`src/rtl/scp_pkg.sv`:
```
// Shared definitions for the SCP containment controller: state encoding,
// default phase lengths and counter widths.
package scp_pkg;

  localparam int TIMER_W = 6;
  localparam int LOCK_W  = 4;

  localparam int DEF_GREEN_TIME  = 40;
  localparam int DEF_YELLOW_TIME = 10;
  localparam int DEF_RED_TIME    = 30;

  typedef enum logic [2:0] {
    ST_GREEN     = 3'd0,
    ST_YELLOW    = 3'd1,
    ST_RED       = 3'd2,
    ST_CONTAINED = 3'd3,
    ST_BREACH    = 3'd4
  } scp_state_e;

  function automatic logic is_terminal(input scp_state_e s);
    return (s == ST_CONTAINED) || (s == ST_BREACH);
  endfunction

endpackage

```
`src/rtl/scp_phase_timer.sv`:
```
// Saturating phase counter; clear wins over enable.
module scp_phase_timer
  import scp_pkg::*;
(
  input  logic               clk_i,
  input  logic               rst_i,
  input  logic               clear_i,
  input  logic               enable_i,
  output logic [TIMER_W-1:0] count_o
);

  logic [TIMER_W-1:0] count_q, count_d;

  always_comb begin
    count_d = count_q;
    if (clear_i) begin
      count_d = '0;
    end else if (enable_i && (count_q != '1)) begin
      count_d = count_q + 1'b1;
    end
  end

  always_ff @(posedge clk_i) begin
    if (rst_i) begin
      count_q <= '0;
    end else begin
      count_q <= count_d;
    end
  end

  assign count_o = count_q;

endmodule

```
`src/rtl/scp_containment_ctrl.sv`:
```
// Facility-side phase sequencer: cycles green/yellow/red lights, watches the
// attacker outputs and escalates to lockdown, containment or breach.
module scp_containment_ctrl
  import scp_pkg::*;
#(
  parameter int unsigned GREEN_TIME  = DEF_GREEN_TIME,
  parameter int unsigned YELLOW_TIME = DEF_YELLOW_TIME,
  parameter int unsigned RED_TIME    = DEF_RED_TIME
) (
  input  logic               clock,
  input  logic               reset,
  input  logic               a1,
  input  logic               a2,
  input  logic               a3,
  input  logic               cheat_out,
  input  logic               manual_lock,
  output logic               green,
  output logic               yellow,
  output logic               red,
  output logic [TIMER_W-1:0] timer,
  output logic [LOCK_W-1:0]  lock_count,
  output logic               contained,
  output logic               breach
);

  localparam logic [TIMER_W-1:0] GREEN_LAST  = TIMER_W'(GREEN_TIME - 1);
  localparam logic [TIMER_W-1:0] YELLOW_LAST = TIMER_W'(YELLOW_TIME - 1);
  localparam logic [TIMER_W-1:0] RED_LAST    = TIMER_W'(RED_TIME - 1);

  scp_state_e         state_q, state_d;
  logic [LOCK_W-1:0]  lock_count_q, lock_count_d;
  logic [TIMER_W-1:0] timer_count;
  logic               timer_clear;
  logic               timer_enable;

  // a1 has no effect on sequencing; it is only observed alongside the others.
  logic unused_a1;
  assign unused_a1 = a1;

  always_comb begin
    state_d      = state_q;
    lock_count_d = lock_count_q;
    unique case (state_q)
      ST_GREEN, ST_YELLOW: begin
        if (a3) begin
          state_d = ST_BREACH;
        end else if (a2 || manual_lock) begin
          state_d = ST_RED;
          if (lock_count_q != '1) lock_count_d = lock_count_q + 1'b1;
        end else if ((state_q == ST_GREEN) && (timer_count == GREEN_LAST)) begin
          state_d = ST_YELLOW;
        end else if ((state_q == ST_YELLOW) && (timer_count == YELLOW_LAST)) begin
          state_d = ST_GREEN;
        end
      end
      // Lockdown requests are ignored here so a lockdown is never extended.
      ST_RED: begin
        if (a3) begin
          state_d = ST_BREACH;
        end else if (timer_count == RED_LAST) begin
          state_d = cheat_out ? ST_CONTAINED : ST_GREEN;
        end
      end
      default: state_d = state_q;
    endcase
  end

  always_ff @(posedge clock) begin
    if (reset) begin
      state_q      <= ST_GREEN;
      lock_count_q <= '0;
    end else begin
      state_q      <= state_d;
      lock_count_q <= lock_count_d;
    end
  end

  // Restart the count on every state change so each state begins at zero.
  assign timer_clear  = (state_d != state_q);
  assign timer_enable = !is_terminal(state_q);

  scp_phase_timer u_phase_timer (
    .clk_i    (clock),
    .rst_i    (reset),
    .clear_i  (timer_clear),
    .enable_i (timer_enable),
    .count_o  (timer_count)
  );

  assign green      = (state_q == ST_GREEN);
  assign yellow     = (state_q == ST_YELLOW);
  assign red        = (state_q == ST_RED) || is_terminal(state_q);
  assign timer      = timer_count;
  assign lock_count = lock_count_q;
  assign contained  = (state_q == ST_CONTAINED);
  assign breach     = (state_q == ST_BREACH);

endmodule

```
`config.mk`:
```
export PLATFORM = sky130hd
export DESIGN_NAME = scp_containment_ctrl
export DESIGN_NICKNAME = d
export VERILOG_FILES = /design/src/rtl/scp_pkg.sv /design/src/rtl/scp_phase_timer.sv /design/src/rtl/scp_containment_ctrl.sv
export SDC_FILE = /design/constraint.sdc
export NUM_CORES = 1
export LEC_CHECK = 0
export ABC_AREA = 0
export BUFFER_PORTS_ARGS = -buffer_cell sky130_fd_sc_hd__buf_2
export CORE_UTILIZATION = 45
export CTS_CLUSTER_DIAMETER = 100
export DETAILED_ROUTE_END_ITERATION = 10
export PLACE_DENSITY = 0.7
export SLEW_MARGIN = 20
export SYNTH_ARGS = -nofsm -noshare
export SYNTH_HDL_FRONTEND = slang
export SYNTH_SLANG_ARGS = --single-unit
```
`constraint.sdc`:
```
create_clock -name clock -period 5.3 [get_ports clock]
set_input_delay 1.06 -clock clock [delete_from_list [all_inputs] [get_ports clock]]
set_output_delay 1.06 -clock clock [all_outputs]
set_load 0.02 [all_outputs]
```
== Word-level counts from Yosys, hierarchy flattened ==
Index checks and enable logic that the tools add are counted.
Word-level totals
  input port bits: 7
  output and inout bits: 15
  bits in registers: 13
  word-level logic and storage cells: 35
Operators by class
  reduce and logical (&&, ||, !) cells: 11
  bitwise logic cells: 1
  mux-type cells: 8
  equal/unequal tests: 10
  add/sub/neg operators: 2
Operator list (count)
  2-to-1 mux 3 bit: 6
  adder 6 x 1 -> 6 bit, second input constant: 1
  == test 3 x 2 -> 1 bit, second input constant: 2
  == test 6 x 4 -> 1 bit, second input constant: 1
  == test 6 x 5 -> 1 bit, second input constant: 1
  == test 6 bit, second input constant: 1
  inequality test 6 bit, second input constant: 1
  one-hot mux 3 bit (2 select lines): 1
  adder 4 x 1 -> 4 bit, second input constant: 1
  inequality test 4 bit, second input constant: 1
  AND reduction 4 bit: 1
  OR reduction 2 bit: 2
  == test 3 x 1 -> 1 bit, second input constant: 1
  == test 3 bit, second input constant: 1
  logical AND 1 bit: 3
  zero test 3 bit: 1
  logical OR 1 bit: 3
  inequality test 3 bit: 1
  2-to-1 mux 2 bit: 1
  zero test 1 bit: 1
  NOT 1 bit: 1

== Logic depth before layout (Yosys ltp) ==
  word-level depth: 9
  mapped depth: 6
  depth with buffers taken out: 6

== Modules after synthesis ==
Synthesis repeated with hierarchy kept, for this count alone.
Second synthesis, totals
  cell total of the unflattened synthesis: 87
  area total of the unflattened synthesis: 752.0 um2
Modules (own cells, without submodules)
  scp_containment_ctrl: seq. area each 140.1 um2, times used 1, area each 465.4 um2, cells each 58
  scp_phase_timer: seq. area each 120.1 um2, times used 1, area each 286.5 um2, cells each 29

== Least setup slack after synthesis ==
No wires, ideal clock.
  path kind: input -> register
  from: input a3
  to: register lock_count_q[3] (netlist: lock_count[3])
  setup time: 0.070 ns
  path buffers: 0
  required time: 5.230 ns
  data arrival time: 2.159 ns
  setup slack: 3.071 ns
  stages: 4
  path through: or2_2 > or3_1 > or3_1 > a21oi_1
Between the ends
  cells in the longest elaborated chain, start to end: 2
Ends and longest elaborated chain
  start, declared: RTL line scp_containment_ctrl.sv:14  | input logic a3,
  NOT 1 bit (no source line)
  AND reduction 4 bit (no source line)
  end signal, assigned: RTL line scp_containment_ctrl.sv:74  | lock_count_q <= lock_count_d;
  end, declared: RTL line scp_containment_ctrl.sv:31  | logic [LOCK_W-1:0] lock_count_q, lock_count_d;
Every way passes these cells.
A chain may end at the register's enable or synchronous reset.

== Worst setup path after layout ==
  from: register state_q[2]
  to: output red
Between the ends
  cells in the longest elaborated chain, start to end: 3
  elaborated cells between the ends (all ways): 5
  those cells by class: 3 x eq/ne; 2 x reduce/logical
Ends and longest elaborated chain
  start, declared: RTL line scp_containment_ctrl.sv:30  | scp_state_e state_q, state_d;
  start signal, assigned: RTL line scp_containment_ctrl.sv:73  | state_q <= state_d;
  == test 3 x 2 -> 1 bit or == test 3 bit (tied branches): RTL line scp_pkg.sv:21  | return (s == ST_CONTAINED) || (s == ST_BREACH);
  logical OR 1 bit: RTL line scp_pkg.sv:21
  logical OR 1 bit (*): RTL line scp_containment_ctrl.sv:92  | assign red = (state_q == ST_RED) || is_terminal(state_q);
  end, declared: RTL line scp_containment_ctrl.sv:19  | output logic red,
Every way passes the cells marked *; elsewhere a longest branch is shown, timed or not.

==> flow_metrics.tcl <==
set metrics [dict create \
    status "finished with violations" \
    violations "DRC" \
    worst_pin_slew_ns 0.5525 \
    cts_hold_repair.buffers 0 \
    clkLatencyLatePin_ns 0.28 \
    ioPinCount 22 \
    required_ns 4.24 \
    critPathKind "reg -> out" \
    crit_fanout 10 \
    crit_path_end_kind "primary output" \
    finalSetupViolCount 0 \
    synth_area_um2 798.3 \
    final_cell_mix "20 x buf_2, 13 x dfxtp_1, 11 x nor3_1, 6 x nand3_1, 5 x nor2_1" \
    leakage_nw 0.3962 \
    fp-row-count 14 \
    crit_path_top_delay_cell "dfxtp_1" \
    maxCapViolations 0 \
    clk_pin_slew_ns 0.08 \
    path_cells "or3b_1 -> o21ai_0 -> buf_2" \
    rsz0062_at_grt "no" \
    finalCriticalPeriod_ns 2.622 \
    final-hold-violation-count 0 \
    routed_wl_um 1659 \
    grt_pass1_vias 658 \
    drc 2 \
    post-route-util_pct 58.57 \
    chipWidth_um 44.12 \
    syn_area_per_cell_um2 8.315 \
    place_hpwl_um 1261 \
    areaGrowthSynthToFinish_pct 15.67 \
    start_util_pct 50.63 \
    wl_per_cell_um 12.47 \
    synth_warnings 0 \
    vias_per_cell 5.759 \
    dpl-instance-area_um2 897.1 \
    fin_worst_skew_ns 0.004442 \
    post-place-ws_ns 2.838 \
    cts_setup_buffers 0 \
    cts_buffers 3 \
    powerDensity_nw_per_um2 223.2 \
    worst_ep_arrival_time_ns 1.56 \
    finalCritPeriodShare_pct 49.47 \
    report.final.slew_viol_count 0 \
    irDropWorstVdd_uv 140.4 \
    cts_max_level 1 \
    cts_tree "done" \
    core_area_um2 1577 \
    fill_cells 163 \
    drive_gt1_share_pct 24.79 \
    firstDrtPassIters 7 \
    io_buffers 20 \
    grt_pass1_wl_um 2898 \
    root_buffer "clkbuf_4" \
    gp_congestion 0.9027 \
    cts.sinks 13 \
    dieArea_um2 1946 \
    cts_max_path_buffers 2 \
    n_antenna_cell 0 \
    vias 766 \
    ant_nets 0 \
    final_common_cell "buf_2" \
    max_clock_freq_ghz 0.3814 \
    syn_inst 96 \
    startpoint_type "flip-flop" \
    seqCellArea_um2 260.3 \
    antenna_found_initial 0 \
    ys_seq_elements 13 \
    hp-class "reg -> reg" \
    fin_nets 128 \
    stdcell_area_um2 923.4 \
    syn-num-nets 106 \
    yosysSeqAreaShare_pct 32.60 \
    slew_headroom_pct 62.83 \
    fin_tns_setup_ns 0 \
    fin_cells 133 \
    synth_cell_types 36 \
    drt_iter0_markers 13 \
    fp.dieH_um 44.12 \
    grt_start_max_net_pins 12 \
    slowest_delay_ns 0.52 \
    track_usage_pct 20.10 \
    timing.final.ws_setup_ns 2.678 \
    dp_cells 129 \
    grt_overflow_total 0 \
    multi_input_area_um2 498.0 \
    post_cts_resized 0 \
]
-- synth_stat cells, drive strengths merged --
| cell type | n | area [um^2] |
|---|---|---|
| dfxtp | 13 | 260.3 |
| nor3 | 11 | 55.05 |
| nand3 | 6 | 30.03 |
| inv | 5 | 18.76 |
| nor2 | 5 | 18.77 |
| a21oi | 4 | 20.02 |
| mux2i | 4 | 40.04 |
| nand2 | 4 | 15.01 |
| or3 | 4 | 25.02 |
| ha | 3 | 37.54 |
| nand4 | 3 | 18.77 |
| nor3b | 3 | 22.52 |
| nor4 | 3 | 18.77 |
| o21ai | 3 | 15.01 |
| a31oi | 2 | 12.51 |
| and3 | 2 | 12.51 |
| buf | 2 | 16.26 |
| nand2b | 2 | 12.51 |
| o31ai | 2 | 15.01 |
| or3b | 2 | 17.52 |
| a211oi | 1 | 12.51 |
| a21o | 1 | 7.510 |
| a311o | 1 | 10.01 |
| and2 | 1 | 6.260 |
| clkbuf | 1 | 5.000 |
| mux2 | 1 | 11.26 |
| nand3b | 1 | 7.510 |
| nor2b | 1 | 6.260 |
| nor4bb | 1 | 10.01 |
| o311ai | 1 | 16.27 |
| or2 | 1 | 6.260 |
| xnor2 | 1 | 8.760 |
| xor2 | 1 | 8.760 |
-- final timing paths --
check | end | from | slack [ns] | depth (start not counted)
worst min-delay path | lock_count[3]$_SDFFE_PP0P_ | lock_count[3]$_SDFFE_PP0P_ | 0.52 | 2
worst max register to register | u_phase_timer.count_o[3]$_SDFFE_PP0P_ | state_q[1]$_SDFF_PP0_ | 3.46 | 5
worst max-delay path | red | state_q[2]$_SDFF_PP0_ | 2.68 | 3
worst min register to register | lock_count[3]$_SDFFE_PP0P_ | lock_count[3]$_SDFFE_PP0P_ | 0.52 | 2
-- flip-flops by register name, indices dropped and copies added, names as in the netlist --
| register | cells |
|---|---|
| u_phase_timer.count_o | 6 |
| lock_count | 4 |
| state_q | 3 |
-- where the power goes --
| part | internal [mW] | switching [mW] | total, mW |
|---|---|---|---|
| sequential | 0.101 | 0.00583 | 0.107 |
| clock | 0.0292 | 0.0334 | 0.0626 |
| combinational | 0.0148 | 0.0218 | 0.0366 |
-- per-stage QoR --
stage	total power, mW	hold WS (ns)
2_1_floorplan	0.1352	0.5657
4_1_cts	0.2092	0.5165
3_5_place_dp	0.1459	0.5031
6_report	0.2061	0.5202
3_3_place_gp	0.1451	0.4955
5_1_grt	0.2189	0.5928
-- per-layer routing --
layer	part of all wire, %	vias up	GRT usage [%]	routed length, um
met3	6.4	5	3.265	106
met1	50	330	28.07	834
li1	-	403	-	-
met4	2.7	0	12.73	45
met2	41	28	28.53	672
met5	0	-	0	0
-- critical path, delay by kind of cell, from the launching register on --
kind / cells / cell delay [ns]
compound gates: 1 / 0.10
flops: 1 / 0.52
buf+inv: 1 / 0.19
simple gates: 1 / 0.47
-- final cells by class --
type                            count  share of cell area [%]
Multi-Input combinational cell     75                   53.93
Sequential cell                    13                   28.18
Timing Repair Buffer               20                   10.84
Clock buffer                        4                   2.846
Tap cell                           16                   2.168
Inverter                            5                   2.033
-- cell families after synthesis --
group	synth area share [%]
buffers and inverters	5.013
xor gates and xnor gates	2.195
AOI/OAI and AO/OA	13.64
and+or+nand+nor	35.42
DFF	32.60
adders and majority gates	4.703
muxes	6.426
(Power assumes the default switching activity.)
